**src/rtl/psk_frame_ctrl.sv**
```systemverilog
// ---------------------------------------------------------------------------
// psk_frame_ctrl
//
// Purpose:
//   Frames the hard decisions coming out of the PSK symbol detector. It hunts
//   for a sync word, reads a one-byte length header, and packs the payload
//   bits MSB-first into bytes. The bytes leave on an AXI-Stream-style port,
//   with tlast marking the final byte of each frame.
//
// Ports:
//   clk         system clock
//   rst         asynchronous, active-high reset
//   enable      run control; low forces IDLE on the next clock
//   mode        0 = BPSK, 1 = QPSK; latched only when leaving IDLE
//   sym_vld     one-cycle strobe marking a new decision
//   bpsk_bit    BPSK decision bit
//   qpsk_dibit  QPSK decision; bit1 = I (enters first), bit0 = Q
//   m_tdata     payload byte
//   m_tvalid    payload byte valid
//   m_tready    sink ready
//   m_tlast     last byte of the frame
//   locked      high while in HEADER or PAYLOAD
//   frame_cnt   completed frames, wraps modulo 2^CNT_W
//   ovf         sticky overrun flag, cleared on entry to IDLE
//   len_err     one-cycle pulse when a zero-length header is received
// ---------------------------------------------------------------------------
module psk_frame_ctrl #(
   parameter logic [31:0] SYNC_WORD = 32'h1ACFFC1D,
   parameter int          SYNC_LEN  = 32,
   parameter int          CNT_W     = 16
) (
   input  logic             clk,
   input  logic             rst,
   input  logic             enable,
   input  logic             mode,
   input  logic             sym_vld,
   input  logic             bpsk_bit,
   input  logic [1:0]       qpsk_dibit,
   output logic [7:0]       m_tdata,
   output logic             m_tvalid,
   input  logic             m_tready,
   output logic             m_tlast,
   output logic             locked,
   output logic [CNT_W-1:0] frame_cnt,
   output logic             ovf,
   output logic             len_err
);

   typedef enum logic [1:0] {
      IDLE    = 2'd0,
      HUNT    = 2'd1,
      HEADER  = 2'd2,
      PAYLOAD = 2'd3
   } state_t;

   localparam logic [SYNC_LEN-1:0] SYNC_PAT = SYNC_WORD[SYNC_LEN-1:0];

   state_t              state;
   logic                mode_q;
   logic [SYNC_LEN-1:0] hunt_sr;
   logic [7:0]          pack_sr;
   logic [3:0]          bit_cnt;
   logic [7:0]          len_q;
   logic [7:0]          byte_idx;

   logic [SYNC_LEN-1:0] hunt_next;
   logic [7:0]          pack_next;
   logic [3:0]          bit_cnt_next;
   logic                byte_done;
   logic                sync_hit;
   logic                last_byte;
   logic                out_free;

   // The next value of each shift register once the current symbol has been
   // inserted. In QPSK the whole dibit goes in at once with I above Q, so I
   // is the earlier bit in the MSB-first stream. The header and the payload
   // bytes share one packer, because they never overlap in time.
   assign hunt_next    = mode_q ? {hunt_sr[SYNC_LEN-3:0], qpsk_dibit}
                                : {hunt_sr[SYNC_LEN-2:0], bpsk_bit};
   assign pack_next    = mode_q ? {pack_sr[5:0], qpsk_dibit}
                                : {pack_sr[6:0], bpsk_bit};
   assign bit_cnt_next = bit_cnt + (mode_q ? 4'd2 : 4'd1);

   // SYNC_LEN and 8 are both even, so a QPSK symbol never straddles the end
   // of the sync word, the header or a byte. A simple "reached 8" test is
   // therefore enough to detect a completed byte.
   assign byte_done = (bit_cnt_next == 4'd8);
   assign sync_hit  = (hunt_next == SYNC_PAT);
   assign last_byte = (byte_idx == (len_q - 8'd1));

   // The output register can take a new byte when it is empty, or when the
   // byte it holds is being accepted on this very edge.
   assign out_free = !m_tvalid || m_tready;

   // Main sequencer. The state, the packers and all registered outputs live
   // in this one block. The output handshake is evaluated first and does not
   // depend on the state, so a pending byte is still delivered after an
   // enable drop. Loading a freshly completed byte later in the block
   // overrides the handshake clear. Dropping enable takes priority over
   // everything else, and the partial frame is discarded.
   always_ff @(posedge clk or posedge rst) begin
      if (rst) begin
         state     <= IDLE;
         mode_q    <= 1'b0;
         hunt_sr   <= '0;
         pack_sr   <= '0;
         bit_cnt   <= '0;
         len_q     <= '0;
         byte_idx  <= '0;
         m_tdata   <= '0;
         m_tvalid  <= 1'b0;
         m_tlast   <= 1'b0;
         locked    <= 1'b0;
         frame_cnt <= '0;
         ovf       <= 1'b0;
         len_err   <= 1'b0;
      end else begin
         len_err <= 1'b0;

         if (m_tvalid && m_tready) begin
            m_tvalid <= 1'b0;
            m_tlast  <= 1'b0;
         end

         if (!enable) begin
            state  <= IDLE;
            locked <= 1'b0;
            ovf    <= 1'b0;
         end else begin
            case (state)
               IDLE: begin
                  state    <= HUNT;
                  mode_q   <= mode;
                  hunt_sr  <= '0;
                  pack_sr  <= '0;
                  bit_cnt  <= '0;
                  byte_idx <= '0;
                  ovf      <= 1'b0;
               end

               HUNT: begin
                  if (sym_vld) begin
                     if (sync_hit) begin
                        state   <= HEADER;
                        locked  <= 1'b1;
                        hunt_sr <= '0;
                        pack_sr <= '0;
                        bit_cnt <= '0;
                     end else begin
                        hunt_sr <= hunt_next;
                     end
                  end
               end

               HEADER: begin
                  if (sym_vld) begin
                     if (byte_done) begin
                        pack_sr  <= '0;
                        bit_cnt  <= '0;
                        byte_idx <= '0;
                        if (pack_next == 8'd0) begin
                           len_err <= 1'b1;
                           locked  <= 1'b0;
                           state   <= HUNT;
                        end else begin
                           len_q <= pack_next;
                           state <= PAYLOAD;
                        end
                     end else begin
                        pack_sr <= pack_next;
                        bit_cnt <= bit_cnt_next;
                     end
                  end
               end

               PAYLOAD: begin
                  if (sym_vld) begin
                     if (byte_done) begin
                        pack_sr <= '0;
                        bit_cnt <= '0;
                        if (out_free) begin
                           m_tdata  <= pack_next;
                           m_tlast  <= last_byte;
                           m_tvalid <= 1'b1;
                        end else begin
                           ovf <= 1'b1;
                        end
                        // The frame still closes even if its last byte was
                        // dropped.
                        if (last_byte) begin
                           state     <= HUNT;
                           locked    <= 1'b0;
                           byte_idx  <= '0;
                           frame_cnt <= frame_cnt + CNT_W'(1);
                        end else begin
                           byte_idx <= byte_idx + 8'd1;
                        end
                     end else begin
                        pack_sr <= pack_next;
                        bit_cnt <= bit_cnt_next;
                     end
                  end
               end

               default: begin
                  state  <= IDLE;
                  locked <= 1'b0;
               end
            endcase
         end
      end
   end

endmodule

```
**config.mk**
```make
export PLATFORM = sky130hd
export DESIGN_NAME = psk_frame_ctrl
export DESIGN_NICKNAME = d
export VERILOG_FILES = /design/src/rtl/psk_frame_ctrl.sv
export SDC_FILE = /design/constraint.sdc
export NUM_CORES = 1
export LEC_CHECK = 0
export CORE_UTILIZATION = 35
export DETAILED_ROUTE_END_ITERATION = 16
export GPL_TIMING_DRIVEN = 0
export PLACE_DENSITY = 0.6
export SETUP_SLACK_MARGIN = 0.05
export SYNTH_ARGS = -nofsm -noshare
export SYNTH_HDL_FRONTEND = slang
export SYNTH_SLANG_ARGS = --single-unit
```
**constraint.sdc**
```tcl
create_clock -name clk -period 2.96 [get_ports clk]
set_clock_uncertainty 0.1 [all_clocks]
set_input_delay 0.296 -clock clk [delete_from_list [all_inputs] [get_ports clk]]
set_output_delay 0.296 -clock clk [all_outputs]
set_load 0.1 [all_outputs]
```
* Word level (Yosys, flattened, before mapping)
Cells that the tools add are included.
** Storage, ports and cells
- Output and inout bits :: 29
- Flip-flop bits (word level) :: 90
- Input port bits :: 9
- Logic and storage cells :: 125
** Cells by class
- Eq/ne operators :: 24
- Reductions and logical operators :: 18
- Muxes and demuxes :: 64
- Bitwise logic cells :: 1
- Add/sub/neg operators :: 4
** Operators with widths (number)
- 31-bit two-way mux :: 2
- 31-bit one-hot mux with 2 select lines :: 1
- 8-bit two-way mux :: 6
- 32-bit by 29-bit equality test with 1-bit output (second input constant) :: 1
- 32-bit two-way mux :: 1
- 1-bit two-way mux :: 30
- 7-bit two-way mux :: 4
- 3-bit != test (second input constant) :: 9
- 8-bit one-hot mux with 3 select lines :: 1
- 7-bit one-hot mux with 3 select lines :: 1
- 2-bit two-way mux :: 10
- 16-bit by 1-bit adder with 16-bit output (second input constant) :: 1
- 4-bit two-way mux :: 4
- 5-bit AND reduction :: 3
- 2-bit != test (second input constant) :: 6
- 4-bit one-hot mux with 3 select lines :: 1
- 9-bit AND reduction :: 1
- 8-bit by 1-bit adder with 8-bit output (second input constant) :: 1
- 8-bit equality test :: 1
- 8-bit logical NOT :: 1
- 2-bit one-hot mux with 4 select lines :: 1
- 4-bit AND reduction :: 2
- 8-bit by 1-bit subtractor with 8-bit output (second input constant) :: 1
- 7-bit AND reduction :: 1
- 20 further kinds :: 21

* Depth between registers and ports, before layout
- Depth in word-level cells :: 7
- Depth in mapped cells :: 12

* Least setup slack after synthesis
OpenSTA, ideal clock, no wires.
- Path type :: flip-flop to flip-flop
- From :: register mode_q
- To :: register frame_cnt[9]
- Clock period less this slack :: 2926 ps
- Setup time :: 163 ps
- Data required time :: 2697 ps
- Cell stages (with the launch flop) :: 13
- Slack :: 34 ps
- Arrival time :: 2663 ps
- Cell sequence :: dfrtp_1 > buf_2 > inv_1 > ha_1 > inv_1 > fa_1 > xor2_1 > nand3b_1 > a211o_1 > or3_1 > clkbuf_1 > nor3b_1 > xor2_1
** Between the ends
- Cells in the longest elaborated chain, start to end :: 4
** RTL lines
- from (decl) :: line 59 : logic mode_q;
- from (signal assigned) :: line 133 : mode_q <= mode;
- 2-bit two-way mux :: line 82 : assign bit_cnt_next = bit_cnt + (mode_q ? 4'd2 : 4'd1);
- 4-bit by 2-bit adder with 4-bit output :: line 82
- 4-bit equality test :: line 87 : assign byte_done = (bit_cnt_next == 4'd8);
- 5-bit AND reduction (no line)
- to (signal assigned) :: line 194 : frame_cnt <= frame_cnt + CNT_W'(1);
- to (decl) :: line 44 : output logic [CNT_W-1:0] frame_cnt,
Every way passes these cells.
A chain may end at the register's enable or synchronous reset.

* Worst setup path after layout
Ends and elaborated chain as after synthesis.

==> flow_summary.ini <==
[clock_network]
cts_buffers = 9
numClockSinks = 90
clock_tree_from_tritoncts = yes
clk_latency_ns = 0.35
ctsRootBufferMaster = clkbuf_16
ctsHoldBuffers = 0
clkSlewWorstSetupHoldPaths_ns = 0.07
clock_tree.buffer_depth = 2
cts-htree-levels = 3

[worst_hold_path]
min-delay-path-class = input pin to asynchronous set/reset pin

[routing]
drt_pre_antenna_iters = 5
drt-vias-per-instance = 5.37
route.detailed.drc = 0
via_count = 3976
drt-total-wl_um = 12200
post_drt_wl_per_cell_um = 16.4
route.antenna.remaining_nets = 0
first_iter_violations = 145

[logic_synthesis]
synth_ff_type = dfrtp_1
synth_async_sr_flop_share_pct = 100
synth_seq_area_share_pct = 44.9
syn-cell-area_um2 = 5020
synth_area_leaders = dfrtp_1 45%, mux2i_1 6.4%, mux2_2 4.9%
netlist_instances = 495
most_frequent_cell_after_synthesis = dfrtp_1
postSynthAreaPerCell_um2 = 10.1
syn_nets = 514
yosys.area.top_type = dfrtp_1
commonest_cells_in_the_netlist = 90 x dfrtp_1, 57 x nand2_1, 32 x mux2i_1
yosysTopAreaCellShare_pct = 44.9
post_synth_num_cell_types = 60
synth_edf_count = 0
yosys_warnings = 0
yosys_register_bits = 90

[place]
place.port_buffers = 37
postPlaceCellArea_um2 = 5650
dpl.hpwl_um = 8410
dpl.cell_count = 713
place.gp.congestion = 0.858

[power]
power_density_nw_per_um2 = 622
power.static_leakage_nw = 2.76
peakVddDrop_mv = 0.296

[sta]
final_min_period_over_clock_period_pct = 96.5
setup-tns-final_ns = 0
hold_slack_ns = 0.207
worst_pin_slew_ns = 0.975
final_period_minus_worst_setup_slack_ns = 2.86
setup_repair_after_global_routing_missed_its_margin = true
clock.fmax_mhz = 350
slew_violations = 0
final-hold-violation-count = 0
relSlewSlack_pct = 34.8
setup_violations = 0

[floorplanning]
die-area_um2 = 14800
die-height_um = 122
core_area_um2 = 13900
floorplan_row_count = 43
starting_utilization_of_the_core_area_pct = 36.0
ioPinCount = 38
die_width_um = 122

[final_layout]
n_fill_cell = 1310
num_antenna_cells = 0
drive_above_1_share_pct = 18.2
syn_to_layout_area_delta_pct = 23.5
final_net_count = 576
final-instance-count-excl-fill = 741
finalInstanceArea_um2 = 6190

[worst_setup_path]
criticalPathCategory = register to register
timing.critical_path.cells = buf_6 > inv_8 > ha_4 > inv_2 > fa_2 > nand3b_1 > a211o_4 > or3_4 > nor3b_4 > xor2_1
crit_arrival_ns = 3.03
cp-start-kind = register
critical_path_peak_fanout = 6
end_kind = register
cp_data_required_time_ns = 3.14
worst_path_largest_cell_delay_ns = 0.52
crit_path_top_delay_cell = fa_2

[global_route]
globalRouteTotalUtil_pct = 17.6
maximum_number_of_pins_on_one_net_before_global_route_repair = 60
number_of_antenna_violations_at_the_first_check_in_global_routing = 0
global_route_wire_length_before_repair_um = 20300
first_global_vias = 4020
grt_overflow_total = 0

[run]
maxCapViolCount = 0

[status]
status = finished clean
## per-stage QoR
step	setup WS (ns)	total power, W	util, %
after global routing	-0.0156	0.00404	44.5
after floorplan	0.0358	0.00229	-
after global placement	-1.24	0.00258	40.3
after detailed placement	-0.501	0.00260	40.5
after CTS	0.000786	0.00375	43.3
final	0.104	0.00385	44.5
## kinds of logic after synthesis
kind of cell             count (synthesis)  synth area share, %
XOR/XNOR                                22                 3.84
flip-flops                              90                 44.9
adder cells (fa/ha/maj)                 10                 2.64
buffers and inverters                   48                 3.82
AO/OA/AOI/OAI                           87                 12.8
AND/OR/NAND/NOR                        175                 18.0
multiplexers                            63                 14.0
## repair_timing
item,CTS,global route
gates cloned,0,0
setup endpoints to repair,60,61
pin swaps,4,9
setup buffers,7,7
gates resized for setup,16,29
## worst max-delay path: cells and delay by family (launching register included)
family	cells	cell delay, ns
flip-flops	1	0.40
adder cells (fa/ha/maj)	2	0.65
XOR/XNOR	1	0.15
AO/OA/AOI/OAI	1	0.38
AND/OR/NAND/NOR	3	0.85
buffers and inverters	3	0.24
## report_power, final
group | switching (W) | total (W) | internal (W)
registers | 0.0000721 | 0.00137 | 0.00129
logic | 0.000844 | 0.00140 | 0.000561
clock network | 0.000495 | 0.00108 | 0.000588
## layer usage
metal  track usage, %  up-vias  part of all wire [%]
li1                 -     1916                     -
met1             23.7     1982                    48
met2             27.4       57                    47
met3             2.53       21                   2.5
met4             9.41        0                   2.5
met5                0        -                     0
## area by class of cell
type	count	area [µm²]	area share (%)
multi-input cells	357	2700	43.6
plain buffers	26	140	2.26
flip-flops and latches	90	2250	36.4
well taps	180	225	3.64
clock buffers	11	243	3.92
clock inverters	4	28.8	0.465
inverters	21	88.8	1.43
repair buffers	52	515	8.32
## registers in the layout, summed over array words and instances, names as in the netlist
signal and flops:
locked 1, pack_sr 7, m_tvalid 1, m_tdata 8, len_q 8, len_err 1
state 2, byte_idx 8, hunt_sr 31, mode_q 1, ovf 1, m_tlast 1
bit_cnt 4, frame_cnt 16
## worst paths after layout
kind                                      end  depth (start not counted)  slack [ns]     startpoint
worst min-delay path                 m_tvalid                          2        0.21            rst
worst max-delay path             frame_cnt[9]                         10        0.10         mode_q
worst min register to register  frame_cnt[15]                          1        0.37  frame_cnt[15]
max in group asynchronous          m_tdata[6]                          3        1.94            rst
min in group clk                frame_cnt[15]                          1        0.37  frame_cnt[15]
worst max register to register   frame_cnt[9]                         10        0.10         mode_q
## cell usage in the layout, fill, tap and decap left out, types with 12 or more instances in the layout
master and instances:
dfrtp_1 90, nand2_1 57, clkdlybuf4s50_1 37, mux2i_1 31, o31ai_1 31, nor2_1 24, mux2_2 21, inv_1 18
xor2_1 16, nand3_1 14, buf_4 14, o21ai_0 13, nand4_1 12
Note: power is estimated with default switching activity, not from simulation.
